--- src/rtl/video_frame_monitor.sv ---
// video_frame_monitor
//   Watches a CE-qualified VGA-style video stream and, once per frame, reports
//   the raster geometry, a checksum over the displayed pixels and whether the
//   geometry has settled. A frame is the span between two VS leading edges.
//
// Ports
//   CLK_VIDEO      video clock (only clock)
//   RESET_N        synchronous active-low reset
//   CE_PIXEL       pixel enable; video inputs are sampled only when high
//   VGA_R/G/B      pixel colour, 8 bits each
//   VGA_HS/VS/DE   syncs (polarity set by *_ACTIVE_HIGH) and display enable
//   frame_done     one-clock pulse when the frame results below update
//   h_total        length of the last line closed before the VS edge
//   v_total        HS leading edges in the frame
//   h_active       DE pixels in the first active line of the frame
//   v_active       lines with at least one DE pixel
//   frame_sum      rotate/xor checksum over the DE pixels of the frame
//   frame_count    published frames since reset (wraps)
//   geom_err       frame had mismatched active widths or a saturated counter
//   locked         geometry matches the previous clean frame
module video_frame_monitor #(
  parameter int CNT_W          = 12,
  parameter int HS_ACTIVE_HIGH = 0,
  parameter int VS_ACTIVE_HIGH = 0
) (
  input  logic             CLK_VIDEO,
  input  logic             RESET_N,
  input  logic             CE_PIXEL,
  input  logic [7:0]       VGA_R,
  input  logic [7:0]       VGA_G,
  input  logic [7:0]       VGA_B,
  input  logic             VGA_HS,
  input  logic             VGA_VS,
  input  logic             VGA_DE,
  output logic             frame_done,
  output logic [CNT_W-1:0] h_total,
  output logic [CNT_W-1:0] v_total,
  output logic [CNT_W-1:0] h_active,
  output logic [CNT_W-1:0] v_active,
  output logic [31:0]      frame_sum,
  output logic [15:0]      frame_count,
  output logic             geom_err,
  output logic             locked
);

  localparam logic [CNT_W-1:0] MAX = '1;

  typedef enum logic [1:0] {SEEK, MEASURE, RUN} state_t;
  state_t r_state, w_state_n;

  logic             r_hs_prev, r_vs_prev;
  logic [CNT_W-1:0] r_pix, r_de_run, r_hlen, r_lines, r_act, r_ref;
  logic             r_ref_vld, r_err, r_have_pub;
  logic [31:0]      r_sum;

  logic             w_hs_act, w_vs_act, w_hs_lead, w_vs_lead;
  logic             w_line_active, w_ref_set, w_err_n, w_publish, w_match;
  logic [CNT_W-1:0] w_lines_n, w_act_n, w_ref_n, w_hlen_n;
  logic [31:0]      w_rgb, w_sum_n;

  // Normalise syncs to active-high, then edge-detect against the previous CE sample.
  assign w_hs_act  = (HS_ACTIVE_HIGH != 0) ? VGA_HS : ~VGA_HS;
  assign w_vs_act  = (VS_ACTIVE_HIGH != 0) ? VGA_VS : ~VGA_VS;
  assign w_hs_lead = CE_PIXEL & w_hs_act & ~r_hs_prev;
  assign w_vs_lead = CE_PIXEL & w_vs_act & ~r_vs_prev;

  // Line-close view of the frame accumulators. These already include a line
  // that closes in the same sample as a VS edge, so a coincident HS/VS edge
  // counts the closing line into the frame being published.
  assign w_line_active = w_hs_lead && (r_de_run != '0);
  assign w_lines_n     = (w_hs_lead && r_lines != MAX) ? r_lines + 1'b1 : r_lines;
  assign w_act_n       = (w_line_active && r_act != MAX) ? r_act + 1'b1 : r_act;
  assign w_ref_set     = w_line_active && !r_ref_vld;
  assign w_ref_n       = w_ref_set ? r_de_run : r_ref;
  assign w_hlen_n      = w_hs_lead ? r_pix : r_hlen;
  assign w_err_n       = r_err
                       | (w_hs_lead && r_lines == MAX)
                       | (w_line_active && r_act == MAX)
                       | (CE_PIXEL && !w_hs_lead && r_pix == MAX)
                       | (CE_PIXEL && !w_hs_lead && VGA_DE && r_de_run == MAX)
                       | (w_line_active && r_ref_vld && r_de_run != r_ref);

  assign w_rgb   = {8'h00, VGA_R, VGA_G, VGA_B};
  assign w_sum_n = VGA_DE ? ({r_sum[30:0], r_sum[31]} ^ w_rgb) : r_sum;

  // Lock needs a previous publish that was itself clean, so a bad frame
  // always costs two good frames before relock.
  assign w_match = r_have_pub && !geom_err && !w_err_n &&
                   (w_hlen_n == h_total) && (w_lines_n == v_total) &&
                   (w_ref_n == h_active) && (w_act_n == v_active);

  always_ff @(posedge CLK_VIDEO) begin
    if (!RESET_N) r_state <= SEEK;
    else          r_state <= w_state_n;
  end

  always_comb begin
    w_state_n = r_state;
    w_publish = 1'b0;
    case (r_state)
      SEEK:    if (w_vs_lead) w_state_n = MEASURE;
      MEASURE: if (w_vs_lead) begin w_publish = 1'b1; w_state_n = RUN; end
      RUN:     if (w_vs_lead) w_publish = 1'b1;
      default: w_state_n = SEEK;
    endcase
  end

  // Per-CE counters. A line runs from one HS leading edge (inclusive) to the
  // next; the edge sample itself starts the new line.
  always_ff @(posedge CLK_VIDEO) begin
    if (!RESET_N) begin
      r_hs_prev <= 1'b0;
      r_vs_prev <= 1'b0;
      r_pix     <= '0;
      r_de_run  <= '0;
      r_hlen    <= '0;
      r_lines   <= '0;
      r_act     <= '0;
      r_ref     <= '0;
      r_ref_vld <= 1'b0;
      r_err     <= 1'b0;
      r_sum     <= '0;
    end else if (CE_PIXEL) begin
      r_hs_prev <= w_hs_act;
      r_vs_prev <= w_vs_act;
      r_hlen    <= w_hlen_n;
      if (w_hs_lead) begin
        r_pix    <= CNT_W'(1);
        r_de_run <= CNT_W'(VGA_DE);
      end else begin
        if (r_pix != MAX)                r_pix    <= r_pix + 1'b1;
        if (VGA_DE && r_de_run != MAX)   r_de_run <= r_de_run + 1'b1;
      end
      if (w_vs_lead) begin
        // Current sample belongs to the new frame.
        r_lines   <= '0;
        r_act     <= '0;
        r_ref     <= '0;
        r_ref_vld <= 1'b0;
        r_err     <= 1'b0;
        r_sum     <= VGA_DE ? w_rgb : 32'h0;
      end else begin
        r_lines   <= w_lines_n;
        r_act     <= w_act_n;
        r_ref     <= w_ref_n;
        r_ref_vld <= r_ref_vld | w_ref_set;
        r_err     <= w_err_n;
        r_sum     <= w_sum_n;
      end
    end
  end

  always_ff @(posedge CLK_VIDEO) begin
    if (!RESET_N) begin
      frame_done  <= 1'b0;
      h_total     <= '0;
      v_total     <= '0;
      h_active    <= '0;
      v_active    <= '0;
      frame_sum   <= '0;
      frame_count <= '0;
      geom_err    <= 1'b0;
      locked      <= 1'b0;
      r_have_pub  <= 1'b0;
    end else begin
      frame_done <= w_publish;
      if (w_publish) begin
        h_total     <= w_hlen_n;
        v_total     <= w_lines_n;
        h_active    <= w_ref_n;
        v_active    <= w_act_n;
        frame_sum   <= r_sum;
        frame_count <= frame_count + 16'd1;
        geom_err    <= w_err_n;
        locked      <= w_match;
        r_have_pub  <= 1'b1;
      end
    end
  end

endmodule

--- config.mk ---
export PLATFORM = sky130hd
export DESIGN_NAME = video_frame_monitor
export DESIGN_NICKNAME = d
export VERILOG_FILES = /design/src/rtl/video_frame_monitor.sv
export SDC_FILE = /design/constraint.sdc
export NUM_CORES = 1
export LEC_CHECK = 0
export CAP_MARGIN = 40
export CORE_UTILIZATION = 59
export CTS_CLUSTER_DIAMETER = 30
export DETAILED_ROUTE_END_ITERATION = 10
export HOLD_SLACK_MARGIN = 0.15
export PLACE_DENSITY = 0.86
export RECOVER_POWER = 50
export SYNTH_ARGS = -nofsm -noshare
export SYNTH_HDL_FRONTEND = slang
export SYNTH_SLANG_ARGS = --single-unit
export TNS_END_PERCENT = 50
--- constraint.sdc ---
create_clock -name CLK_VIDEO -period 8.8 [get_ports CLK_VIDEO]
set_input_delay 1.76 -clock CLK_VIDEO [delete_from_list [all_inputs] [get_ports CLK_VIDEO]]
set_output_delay 1.76 -clock CLK_VIDEO [all_outputs]
set_load 0.02 [all_outputs]
Word-level counts from Yosys, hierarchy flattened
Index checks and enable logic that the tools add are counted.

Register bits: 210. Bits of input ports: 30. Logic and storage cells: 114.

Bitwise gates (word level): 16. Reduce and logical (&&, ||, !) cells: 33. Add/subtract/negate cells: 5. Equality and inequality tests: 17. Multiplexer cells: 21.

Operators with widths (count): $mux 12 (11); $mux 32 (2); $add 12x1->12 const B (4); $eq 12x12->1 (4); $eq 12x12->1 const B (4); $ne 12x12->1 const B (4); $xor 32x24->32 (1); $mux 24 (1); $logic_and 1x1->1 (19); $add 16x1->16 const B (1); $ne 12x12->1 (1); $reduce_bool 12->1 (1); $or 1x1->1 (6); $pmux 2 s3 (1); $reduce_and 2->1 (3); $reduce_bool 2->1 (3); $not 1->1 (5); $and 1x1->1 (4); $logic_not 1->1 (4); $mux 1 (4); $mux 2 (2); $ne 2x2->1 const B (2); $reduce_and 3->1 (1); $eq 2x1->1 const B (1); 3 further kinds (3).

Depth between registers and ports, before layout
Depth in word-level cells: 15. Gate-level depth with buffers: 12.

Worst setup path before layout
No wires, ideal clock.

Kind: input to register. Start point: input port VGA_HS. End point: register locked. Stages: 9. Arrival time: 4.075 ns. Data required time: 8.716 ns. Slack: 4.641 ns. Path buffers: 1. Cells stage by stage: nor3b_1 -> buf_2 -> o31ai_4 -> nor4b_2 -> xnor2_2 -> o21bai_1 -> or4_1 -> or4_1 -> o31ai_2.

Longest elaborated chain between the ends: 15. Elaborated cells between the ends (all ways): 35. Classes of those cells: eq/ne (4); mux (4); bitwise (8); reduce/logical (19).

Ends and longest elaborated chain: start: declaration (RTL line 32) `input logic VGA_HS,`; $not 1->1 * (RTL line 62) `assign w_hs_act = (HS_ACTIVE_HIGH != 0) ? VGA_HS : ~VGA_HS;`; $and 1x1->1 * (2 in series) (RTL line 64) `assign w_hs_lead = CE_PIXEL & w_hs_act & ~r_hs_prev;`; $logic_and 1x1->1, or another cell as far along (RTL line 77) `| (w_hs_lead && r_lines == MAX)`; $or 1x1->1, or another cell as far along (RTL line 77); $or 1x1->1, or another cell as far along (RTL line 78) `| (w_line_active && r_act == MAX)`; $or 1x1->1 / $logic_and 1x1->1 (equally long branches) (RTL line 79, 80); $or 1x1->1 (RTL line 80) `| (CE_PIXEL && !w_hs_lead && VGA_DE && r_de_run == MAX)`; $or 1x1->1 (RTL line 81) `| (w_line_active && r_ref_vld && r_de_run != r_ref);`; $logic_not 1->1 (RTL line 88) `assign w_match = r_have_pub && !geom_err && !w_err_n &&`; $logic_and 1x1->1 (2 in series) (RTL line 88); $logic_and 1x1->1 (2 in series) (RTL line 89) `(w_hlen_n == h_total) && (w_lines_n == v_total) &&`; $logic_and 1x1->1 * (RTL line 90) `(w_ref_n == h_active) && (w_act_n == v_active);`; end signal: assignment (RTL line 175) `locked <= w_match;`; end: declaration (RTL line 43) `output logic locked`.

Mark *: on every way between the ends. The rest lies on a longest branch, timed or not. A chain may end at the register's enable or synchronous reset.

Final worst setup path
Start point: input port RESET_N. End point: register h_total[0].

RTL lines: start: declaration (RTL line 27) `input logic RESET_N,`; end signal: assignment (RTL line 168) `h_total <= w_hlen_n;`; end: declaration (RTL line 36) `output logic [CNT_W-1:0] h_total,`.

No word-level cell between the ends.

==> flow_summary.ini <==
[layout]
final_nets = 1271
n_antenna_cell = 0
drive_gt1_share_pct = 7.613
final_cell_mix = dfxtp_1, nor2_1, nand2_1, dlygate4sd3_1, a21oi_1
design_area_mm2 = 0.01216
final_core_util_pct = 78.82
final_common_cell = dfxtp_1
syn_to_final_growth_pct = 28.39
instances_no_fill = 1472

[synth]
yosysWarnings = 0
synth_nets = 1162
yosys.area.top_type = dfxtp_1
synth-async-reset-ratio_pct = 0
synth_area_mm2 = 0.009470
synthTopCellsByArea = dfxtp_1, nor2_1, xnor2_1, nand2_1, xor2_1
syn_inst = 1124
synth_cell_types = 59
synth-seq-area-share_pct = 44.39
synth_top_area_share_pct = 44.39
synth_seq_cells = 210
synth_edf_count = 0
ys.flop_type = dfxtp_1
syn_avg_cell_area_um2 = 8.426

[setup_path]
critPathSlowestCell = clkinvlp_2
cp-start-kind = primary input
arrival_ps = 6880
crit_path_cell_trace = dlygate4sd3_1, clkinvlp_2, clkbuf_1, a211oi_1
cp-end-kind = flip-flop
crit_required_ps = 9150
worstSetupPathType = primary input to flip-flop
path_max_fanout = 76
cp_slowest_stage_delay_ps = 1970

[timing]
finalHoldViolations = 0
period_minus_slack_ps = 6530
drv_slew = 143
slew_headroom_pct = -125.3
setup_viol = 0
period_share_pct = 74.20
fin_skew_ps = 19.10
fin_setup_tns_ps = 0
tightest_slew_ps = 3379
grt_setup_unrepaired = false
max_freq_mhz = 153.1

[clock_tree]
cts_buffer_depth = 3
clock-sinks = 210
cts-root-buf = clkbuf_16
numCtsBuffers = 40
htree_levels = 2
cts_hold_buf = 0
clk_latency_ps = 510
cts_tree = done
cts_resized = 0
cts_setup_buffers = 0
path_clk_slew_ps = 50

[flow_run]
maxCapViolations = 2

[power]
total_power_mw = 2.700
powerDensity_mw_per_mm2 = 222.0
leakage_nw = 4.708
ir_drop_mv = 0.1796

[floorplanning]
die_area_mm2 = 0.01656
die_h_um = 128.7
rows = 45
ios = 129
die_x_um = 128.7
coreArea_mm2 = 0.01543
start_util_pct = 61.39

[placed_design]
post_dp_cell_area_mm2 = 0.01084
port_buffers = 128
place_congestion = 0.9418
hpwl_um = 16190
dp_cells = 1402

[detailed_routing]
drtAntennaViolNets = 0
drt_wl_total_um = 25070
first_pass_iters = 8
viasPerCell = 5.849
wl_met1_um = 10090
highest_layer = met4
via_count = 8610
wl_met2_um = 12040
avgRoutedWirePerCell_um = 17.03
drtIter0Drc = 613
drc = 0
routed-wl-met3_um = 2012

[global_route]
grt_use_total_pct = 31.19
overflow = 0
grt_max_degree = 77
antenna_found_initial = 0
grt_pass1_wl_um = 40920
first_global_vias = 8309

[outcome]
violations = max-capacitance violations, max-slew violations
status = finished with violations

[min_path]
hold_path.class = flip-flop to flip-flop
## logic make-up after synthesis
family / count (synthesis) / share of synthesized area, %
AOI/OAI and AO/OA: 196 / 13.73
adders and majority gates: 8 / 1.057
buffers and inverters: 90 / 3.765
xor gates and xnor gates: 121 / 11.27
and+or+nand+nor: 465 / 22.16
DFF: 210 / 44.39
muxes: 34 / 3.633
## worst max-delay path: cells and delay by family
family | cells | cell delay, ps
buffers and inverters | 3 | 4420
AO/OA/AOI/OAI | 1 | 680
## stage by stage
step / hold slack [ps] / worst slack, ps
final: 450.4 / 2270
after global routing: 476.3 / 1859
after CTS: 453.6 / 3841
after detailed placement: 446.1 / 3342
after global placement: 442.8 / 3444
after floorplan: 437.9 / 4641
## routing by layer
metal	GRT usage, %	up-vias
li1	-	4097
met1	36.57	4102
met5	0	-
met3	8.025	77
met4	16.61	0
met2	52.50	334
## final timing paths
check / start / end / slack, ps / cells after the start
setup reg to reg: r_hs_prev$_SDFFE_PN0P_ / locked$_SDFFE_PN0P_ / 4780 / 9
setup / recovery: RESET_N / h_total[0]$_SDFFE_PN0P_ / 2270 / 4
hold / removal: frame_sum[0]$_SDFFE_PN0P_ / frame_sum[0]$_SDFFE_PN0P_ / 450 / 2
hold reg to reg: frame_sum[0]$_SDFFE_PN0P_ / frame_sum[0]$_SDFFE_PN0P_ / 450 / 2
## registers in the layout (all words and copies together), names as in the netlist, 2 cells and up
name and cells:
frame_count 16, frame_sum 32, h_active 12, h_total 12, r_act 12, r_de_run 12, r_hlen 12, r_lines 12
r_pix 12, r_ref 12, r_state 2, r_sum 32, v_active 12, v_total 12
## report_power, final
part / leakage [nW] / switching (mW) / internal (mW)
Clock: 0.652 / 0.530 / 0.964
Sequential: 1.70 / 0.0246 / 0.976
Combinational: 2.36 / 0.122 / 0.0835
## synthesized netlist by cell type (all sizes together), types with 12 or more instances
cell type	n
nand2	144
clkbuf	62
a21oi	69
a22oi	32
nor2	192
a211oi	53
inv	19
or3	12
dfxtp	210
o21ai	18
nand3	22
xor2	56
xnor2	65
mux2i	31
nand4	27
## area by class of cell
type,count,area (µm²)
multi-input cells,824,4910
flip-flops and latches,210,4204
fillers,1067,3268
repair buffers,138,1376
clock buffers,43,1044
clock inverters,27,289.0
well taps,211,264.0
inverters,19,72.57
(Power assumes the default switching activity.)
